<file path="config.mk">
export PLATFORM = sky130hd
export DESIGN_NAME = sram_arbiter
export DESIGN_NICKNAME = d
export VERILOG_FILES = /design/src/rtl/sram_arbiter_pkg.sv /design/src/rtl/sram_arbiter_chk.sv /design/src/rtl/sram_arbiter_id_fifo.sv /design/src/rtl/sram_arbiter.sv
export SDC_FILE = /design/constraint.sdc
export NUM_CORES = 1
export LEC_CHECK = 0
export ABC_AREA = 1
export CAP_MARGIN = 30
export CORE_AREA = 4 4 123 125
export DETAILED_ROUTE_END_ITERATION = 10
export DIE_AREA = 0 0 127 129
export PLACE_DENSITY_LB_ADDON = 0.15
export SLEW_MARGIN = 10
export SYNTH_ARGS = -nofsm -noshare
export SYNTH_HDL_FRONTEND = slang
export SYNTH_SLANG_ARGS = --single-unit
export TNS_END_PERCENT = 10
</file>
<file path="constraint.sdc">
create_clock -name clk -period 2.6 [get_ports clk]
set_input_delay 0.52 -clock clk [delete_from_list [all_inputs] [get_ports clk]]
set_output_delay 0.52 -clock clk [all_outputs]
set_load 0.01 [all_outputs]
</file>
<file path="src/rtl/sram_arbiter_pkg.sv">
// -----------------------------------------------------------------------------
// sram_arbiter_pkg
// Shared definitions for the I/D SRAM-bus arbiter:
//   - requester ID constants (ID FIFO entry encoding)
//   - SRAM size encodings
//   - request bundle layout and width (wr + size + addr + wstrb + wdata)
//   - helper to build a request bundle from discrete port fields
// -----------------------------------------------------------------------------
package sram_arbiter_pkg;

   localparam logic ARB_ID_INST = 1'b0;
   localparam logic ARB_ID_DATA = 1'b1;

   typedef enum logic [1:0] {
      SRAM_SIZE_1B = 2'd0,
      SRAM_SIZE_2B = 2'd1,
      SRAM_SIZE_4B = 2'd2
   } sram_size_e;

   localparam int ARB_REQ_W = 71;

   typedef struct packed {
      logic        wr;
      logic [1:0]  size;
      logic [31:0] addr;
      logic [3:0]  wstrb;
      logic [31:0] wdata;
   } arb_req_t;

   function automatic arb_req_t arb_pack_req(
      input logic        wr,
      input logic [1:0]  size,
      input logic [31:0] addr,
      input logic [3:0]  wstrb,
      input logic [31:0] wdata
   );
      arb_req_t r;
      r.wr    = wr;
      r.size  = size;
      r.addr  = addr;
      r.wstrb = wstrb;
      r.wdata = wdata;
      return r;
   endfunction

endpackage

</file>
<file path="src/rtl/sram_arbiter_chk.sv">
// -----------------------------------------------------------------------------
// sram_arbiter_chk
// Protocol checker for sram_arbiter: a downstream response arriving while no
// transaction is outstanding is a protocol error. The arbiter drops it; this
// checker only reports it.
// Ports:
//   clk, reset    clock, synchronous active-high reset
//   m_data_ok_i   downstream response valid
//   fifo_empty_i  ID FIFO empty flag
// -----------------------------------------------------------------------------
module sram_arbiter_chk (
   input logic clk,
   input logic reset,
   input logic m_data_ok_i,
   input logic fifo_empty_i
);

   // Flag responses with nothing outstanding.
   always_ff @(posedge clk) begin
      if (!reset && m_data_ok_i) begin
         assert (!fifo_empty_i)
            else $warning("sram_arbiter: m_data_ok with no outstanding transaction, response dropped");
      end
   end

endmodule

</file>
<file path="src/rtl/sram_arbiter_id_fifo.sv">
// -----------------------------------------------------------------------------
// arb_id_fifo
// Synchronous FIFO of 1-bit requester IDs, recording the owner of every
// accepted-but-unanswered address in acceptance order.
// Ports:
//   clk, reset      clock, synchronous active-high reset (empties FIFO)
//   push_i, din_i   enqueue din_i (ignored when full)
//   pop_i           dequeue head (ignored when empty)
//   dout_o          current head entry
//   full_o, empty_o occupancy flags, derived from registered count only
// -----------------------------------------------------------------------------
module arb_id_fifo #(
   parameter int DEPTH = 4
) (
   input  logic clk,
   input  logic reset,
   input  logic push_i,
   input  logic din_i,
   input  logic pop_i,
   output logic dout_o,
   output logic full_o,
   output logic empty_o
);

   localparam int PTR_W = (DEPTH > 1) ? $clog2(DEPTH) : 1;
   localparam int CNT_W = PTR_W + 1;

   logic [DEPTH-1:0] mem_q;
   logic [PTR_W-1:0] wr_ptr_q;
   logic [PTR_W-1:0] rd_ptr_q;
   logic [CNT_W-1:0] cnt_q;
   logic             push_ok_s;
   logic             pop_ok_s;

   assign full_o    = (cnt_q == CNT_W'(DEPTH));
   assign empty_o   = (cnt_q == CNT_W'(0));
   assign dout_o    = mem_q[rd_ptr_q];
   assign push_ok_s = push_i & ~full_o;
   assign pop_ok_s  = pop_i & ~empty_o;

   // Storage, pointers (wrap naturally since DEPTH is a power of 2) and count.
   always_ff @(posedge clk) begin
      if (reset) begin
         mem_q    <= '0;
         wr_ptr_q <= '0;
         rd_ptr_q <= '0;
         cnt_q    <= '0;
      end else begin
         if (push_ok_s) begin
            mem_q[wr_ptr_q] <= din_i;
            wr_ptr_q        <= wr_ptr_q + PTR_W'(1);
         end
         if (pop_ok_s) begin
            rd_ptr_q <= rd_ptr_q + PTR_W'(1);
         end
         case ({push_ok_s, pop_ok_s})
            2'b10:   cnt_q <= cnt_q + CNT_W'(1);
            2'b01:   cnt_q <= cnt_q - CNT_W'(1);
            default: cnt_q <= cnt_q;
         endcase
      end
   end

endmodule

</file>
<file path="src/rtl/sram_arbiter.sv">
// -----------------------------------------------------------------------------
// sram_arbiter
// Shares one SRAM-like bus between the instruction-fetch requester (I) and the
// load/store requester (D). Grants address handshakes, records the winner in
// an in-order ID FIFO and steers each downstream response back to its owner.
// Optional build macro:
//   ARB_RR_EN  defined   -> round-robin when both request and no lock is held
//              undefined -> fixed D > I priority
// Ports:
//   clk, reset                         clock, synchronous active-high reset
//   i_* / d_*  request group in        req, wr, size, addr, wstrb, wdata
//   i_* / d_*  handshakes out          addr_ok, data_ok, rdata
//   m_*        downstream request out  req, wr, size, addr, wstrb, wdata
//   m_addr_ok, m_data_ok, m_rdata      downstream handshakes in
// Parameter:
//   OUTST_DEPTH  max outstanding transactions (power of 2, >= 2)
// -----------------------------------------------------------------------------
module sram_arbiter
   import sram_arbiter_pkg::*;
#(
   parameter int OUTST_DEPTH = 4
) (
   input  logic        clk,
   input  logic        reset,
   input  logic        i_req,
   input  logic        i_wr,
   input  logic [1:0]  i_size,
   input  logic [31:0] i_addr,
   input  logic [3:0]  i_wstrb,
   input  logic [31:0] i_wdata,
   output logic        i_addr_ok,
   output logic        i_data_ok,
   output logic [31:0] i_rdata,
   input  logic        d_req,
   input  logic        d_wr,
   input  logic [1:0]  d_size,
   input  logic [31:0] d_addr,
   input  logic [3:0]  d_wstrb,
   input  logic [31:0] d_wdata,
   output logic        d_addr_ok,
   output logic        d_data_ok,
   output logic [31:0] d_rdata,
   output logic        m_req,
   output logic        m_wr,
   output logic [1:0]  m_size,
   output logic [31:0] m_addr,
   output logic [3:0]  m_wstrb,
   output logic [31:0] m_wdata,
   input  logic        m_addr_ok,
   input  logic        m_data_ok,
   input  logic [31:0] m_rdata
);

   logic     lock_valid_q, lock_valid_d;
   logic     lock_id_q, lock_id_d;
   logic     grant_s;
   logic     sel_req_s;
   arb_req_t i_bundle_s, d_bundle_s, m_bundle_s;
   logic     hs_s;
   logic     pop_s;
   logic     fifo_full_s, fifo_empty_s, fifo_head_s;

`ifdef ARB_RR_EN
   logic     rr_last_q, rr_last_d;
`endif

   assign i_bundle_s = arb_pack_req(i_wr, i_size, i_addr, i_wstrb, i_wdata);
   assign d_bundle_s = arb_pack_req(d_wr, d_size, d_addr, d_wstrb, d_wdata);

   // Grant selection: a held lock wins, otherwise priority (or round-robin).
   always_comb begin
      grant_s = ARB_ID_INST;
      if (lock_valid_q) begin
         grant_s = lock_id_q;
      end else if (d_req && i_req) begin
`ifdef ARB_RR_EN
         grant_s = (rr_last_q == ARB_ID_INST) ? ARB_ID_DATA : ARB_ID_INST;
`else
         grant_s = ARB_ID_DATA;
`endif
      end else if (d_req) begin
         grant_s = ARB_ID_DATA;
      end else begin
         grant_s = ARB_ID_INST;
      end
   end

   // Downstream request mux; all fields forced low during reset.
   always_comb begin
      sel_req_s  = 1'b0;
      m_bundle_s = '0;
      if (reset) begin
         sel_req_s  = 1'b0;
         m_bundle_s = '0;
      end else if (grant_s == ARB_ID_DATA) begin
         sel_req_s  = d_req;
         m_bundle_s = d_bundle_s;
      end else begin
         sel_req_s  = i_req;
         m_bundle_s = i_bundle_s;
      end
   end

   // Full blocks m_req regardless of a same-cycle pop: keeps m_data_ok off the m_req path.
   assign m_req   = sel_req_s & ~fifo_full_s;
   assign m_wr    = m_bundle_s.wr;
   assign m_size  = m_bundle_s.size;
   assign m_addr  = m_bundle_s.addr;
   assign m_wstrb = m_bundle_s.wstrb;
   assign m_wdata = m_bundle_s.wdata;

   assign hs_s      = m_req & m_addr_ok;
   assign i_addr_ok = hs_s & (grant_s == ARB_ID_INST);
   assign d_addr_ok = hs_s & (grant_s == ARB_ID_DATA);

   // A response with an empty FIFO is dropped: no pop, no data_ok.
   assign pop_s     = m_data_ok & ~fifo_empty_s & ~reset;
   assign i_data_ok = pop_s & (fifo_head_s == ARB_ID_INST);
   assign d_data_ok = pop_s & (fifo_head_s == ARB_ID_DATA);
   assign i_rdata   = i_data_ok ? m_rdata : 32'h0000_0000;
   assign d_rdata   = d_data_ok ? m_rdata : 32'h0000_0000;

   // Lock next state: hold the grant from an unaccepted request until its handshake.
   always_comb begin
      lock_valid_d = lock_valid_q;
      lock_id_d    = lock_id_q;
      if (hs_s) begin
         lock_valid_d = 1'b0;
      end else if (m_req && !m_addr_ok) begin
         lock_valid_d = 1'b1;
         lock_id_d    = grant_s;
      end else begin
         lock_valid_d = lock_valid_q;
         lock_id_d    = lock_id_q;
      end
   end

   // Lock registers.
   always_ff @(posedge clk) begin
      if (reset) begin
         lock_valid_q <= 1'b0;
         lock_id_q    <= ARB_ID_INST;
      end else begin
         lock_valid_q <= lock_valid_d;
         lock_id_q    <= lock_id_d;
      end
   end

`ifdef ARB_RR_EN
   // Round-robin pointer next state: remembers who the last handshake served.
   always_comb begin
      rr_last_d = rr_last_q;
      if (hs_s) begin
         rr_last_d = grant_s;
      end else begin
         rr_last_d = rr_last_q;
      end
   end

   // Round-robin pointer register.
   always_ff @(posedge clk) begin
      if (reset) begin
         rr_last_q <= ARB_ID_INST;
      end else begin
         rr_last_q <= rr_last_d;
      end
   end
`endif

   arb_id_fifo #(
      .DEPTH (OUTST_DEPTH)
   ) u_id_fifo (
      .clk     (clk),
      .reset   (reset),
      .push_i  (hs_s),
      .din_i   (grant_s),
      .pop_i   (pop_s),
      .dout_o  (fifo_head_s),
      .full_o  (fifo_full_s),
      .empty_o (fifo_empty_s)
   );

   sram_arbiter_chk u_chk (
      .clk          (clk),
      .reset        (reset),
      .m_data_ok_i  (m_data_ok),
      .fifo_empty_i (fifo_empty_s)
   );

endmodule

</file>
==> flow_metrics.tcl <==
set metrics [dict create \
    peakVddDrop_mv 0.142 \
    p_leak_nw 3.23 \
    arrival_ns 1.98 \
    syn_nets 637 \
    clk_pin_slew_ns 0.04 \
    final_common_cell "nor2_1" \
    start_util 0.159 \
    die_width_um 127 \
    grt_usage 0.153 \
    synth_warnings 0 \
    drt_pass1_iterations 4 \
    synthCells 451 \
    routed_wl_um 13800 \
    hold_class "flop to flop" \
    drv_slew 0 \
    final_cell_mix "nor2_1, clkdlybuf4s50_1, o21ai_0" \
    end_kind "output pin" \
    postRouteAntennaNets 0 \
    finalSetupViolCount 0 \
    numCtsBuffers 3 \
    syn_to_final_growth_pct 163 \
    period_needed_ns 2.50 \
    cts_tree "built" \
    rows 43 \
    finalHoldViolations 0 \
    coreArea_um2 13900 \
    clock_latency_ns 0.24 \
    grt_pass1_vias 3828 \
    syn_area_per_cell_um2 4.89 \
    cts_hold_buf 0 \
    slew-limit-headroom 0.684 \
    utilization 0.417 \
    fill_cells 1490 \
    place_inst 940 \
    synth_compound_area_frac 0.214 \
    drtIter0Drc 79 \
    drive_gt1_frac 0.108 \
    portBuffers 319 \
    grt_max_degree 37 \
    required_ns 2.08 \
    grt_pass1_wl_um 20000 \
    ys_seq_area_frac 0.118 \
    die_y_um 129 \
    yosys.area_share.simple 0.466 \
    drc_errors 0 \
    gr-total-overflow 0 \
    wl_per_cell_um 14.5 \
    synth_area_um2 2200 \
    synthXorXnorAreaFrac 0 \
    routabilityCongestion 0.822 \
    antenna_found_initial 2 \
    grt_setup_unrepaired "true" \
    cts_buffer_depth 2 \
    worst_pin_slew_ns 0.471 \
    status "complete, no violations" \
    ys_ff_latch 13 \
    fin_cells 951 \
    synth_top_family_by_area "simple AND/OR/NAND/NOR gates" \
    cts_root_buf "clkbuf_16" \
    detailroute.via_count 3924 \
    path_max_fanout 36 \
    worstSetupStartpointType "input pin" \
    muxShareOfSynthArea 0 \
    viasPerCell 4.13 \
    clock-sinks 13 \
    p_per_area_nw_per_um2 249 \
    die_area_um2 16400 \
    pin_count 320 \
    cap_violations 0 \
    fin_skew_ns 0.000677 \
    finalCritPeriodShare 0.963 \
    final_nets 957 \
    dp_hpwl_um 11200 \
    synth_cell_type_count 21 \
    critical_path_class "input pin to output pin" \
    htreeDepth 1 \
    max_freq_mhz 400 \
    yosys.area_share.adder 0.0375 \
]
-- logic make-up after synthesis --
| kind of cell | after synthesis |
|---|---|
| simple gates | 256 |
| compound gates | 91 |
| buf+inv | 85 |
| flops | 13 |
| fa+ha+maj | 6 |
-- state kept, by name, indices dropped and copies added (netlist names) --
signal	cells
u_id_fifo.cnt_q	3
u_id_fifo.mem_q	4
lock_id_q	1
u_id_fifo.rd_ptr_q	2
u_id_fifo.wr_ptr_q	2
lock_valid_q	1
-- where the power goes --
group | switching (W) | internal, W
clock network | 0.0000812 | 0.000206
logic | 0.000402 | 0.000536
registers | 0.00000759 | 0.000209
total | 0.000491 | 0.000952
-- area by class of cell --
cell class / count / area [um2] / share of cell area
multi-input cells: 353 / 1600 / 0.277
diodes: 1 / 2.50 / 0.000433
clock buffers: 4 / 78.8 / 0.0136
repair buffers: 346 / 3400 / 0.589
well taps: 180 / 225 / 0.0389
inverters: 54 / 209 / 0.0361
flip-flops and latches: 13 / 262 / 0.0452
-- cell usage after synthesis --
| master | count | area [um2] |
|---|---|---|
| clkbuf_2 | 3 | 15.0 |
| a21oi_4 | 1 | 16.3 |
| nor3_4 | 1 | 16.3 |
| o21ai_1 | 1 | 5.00 |
| o21ai_2 | 1 | 8.76 |
| o21ai_0 | 77 | 385 |
| inv_2 | 3 | 11.3 |
| nand2_1 | 25 | 93.8 |
| fa_1 | 1 | 20.0 |
| buf_2 | 8 | 40.0 |
| a21oi_1 | 11 | 55.1 |
| ha_1 | 5 | 62.6 |
| nor2_1 | 206 | 773 |
| nor2_2 | 11 | 68.8 |
| buf_6 | 4 | 45.0 |
| clkbuf_1 | 16 | 60.1 |
| nand3_1 | 4 | 20.0 |
| nand4_1 | 8 | 50.1 |
| inv_1 | 51 | 191 |
| nor3_1 | 1 | 5.00 |
| dfxtp_1 | 13 | 260 |
-- worst max-delay path, stage by stage --
cell             delay (ns)
dlygate4sd2_1          0.30
clkinvlp_4             0.17
buf_12                 0.20
o21ai_0                0.13
nor2_1                 0.10
clkdlybuf4s50_1        0.55
-- worst paths after layout --
| check | to | start | slack [ns] | cells after the start |
|---|---|---|---|---|
| max | m_addr[29] | reset | 0.1 | 6 |
| min | lock_id_q | lock_id_q | 0.49 | 2 |
| max reg2reg | u_id_fifo.cnt_q[1] | u_id_fifo.cnt_q[2] | 0.53 | 10 |
| min reg2reg | lock_id_q | lock_id_q | 0.49 | 2 |
-- metal layers --
layer	part of all wire	wire length, um	track usage
met1	0.34	4720	0.148
met2	0.52	7260	0.293
met3	0.11	1550	0.0685
met4	0.021	291	0.0454
met5	0.00094	13	0
-- timing repair --
item | 4_1_cts | 5_1_grt
pin swaps | 1 | 0
setup endpoints to repair | 141 | 69
gates cloned | 3 | 0
buffers inserted | 3 | 0
resized for setup | 106 | 100
-- per-stage QoR --
step	setup slack, ns	setup TNS [ns]	instance area, um2	hold slack [ns]	power (W)
5_1_grt	-0.0255	-0.0255	5780	0.527	0.00155
2_1_floorplan	0.407	0	2200	0.451	0.000553
4_1_cts	-0.0610	-0.0610	5800	0.483	0.00148
3_5_place_dp	-0.294	-27.37	5700	0.475	0.00117
3_3_place_gp	-0.328	-25.39	5700	0.468	0.00117
6_report	0.0971	0	5780	0.485	0.00144
Power figures use the tool's default switching activity.
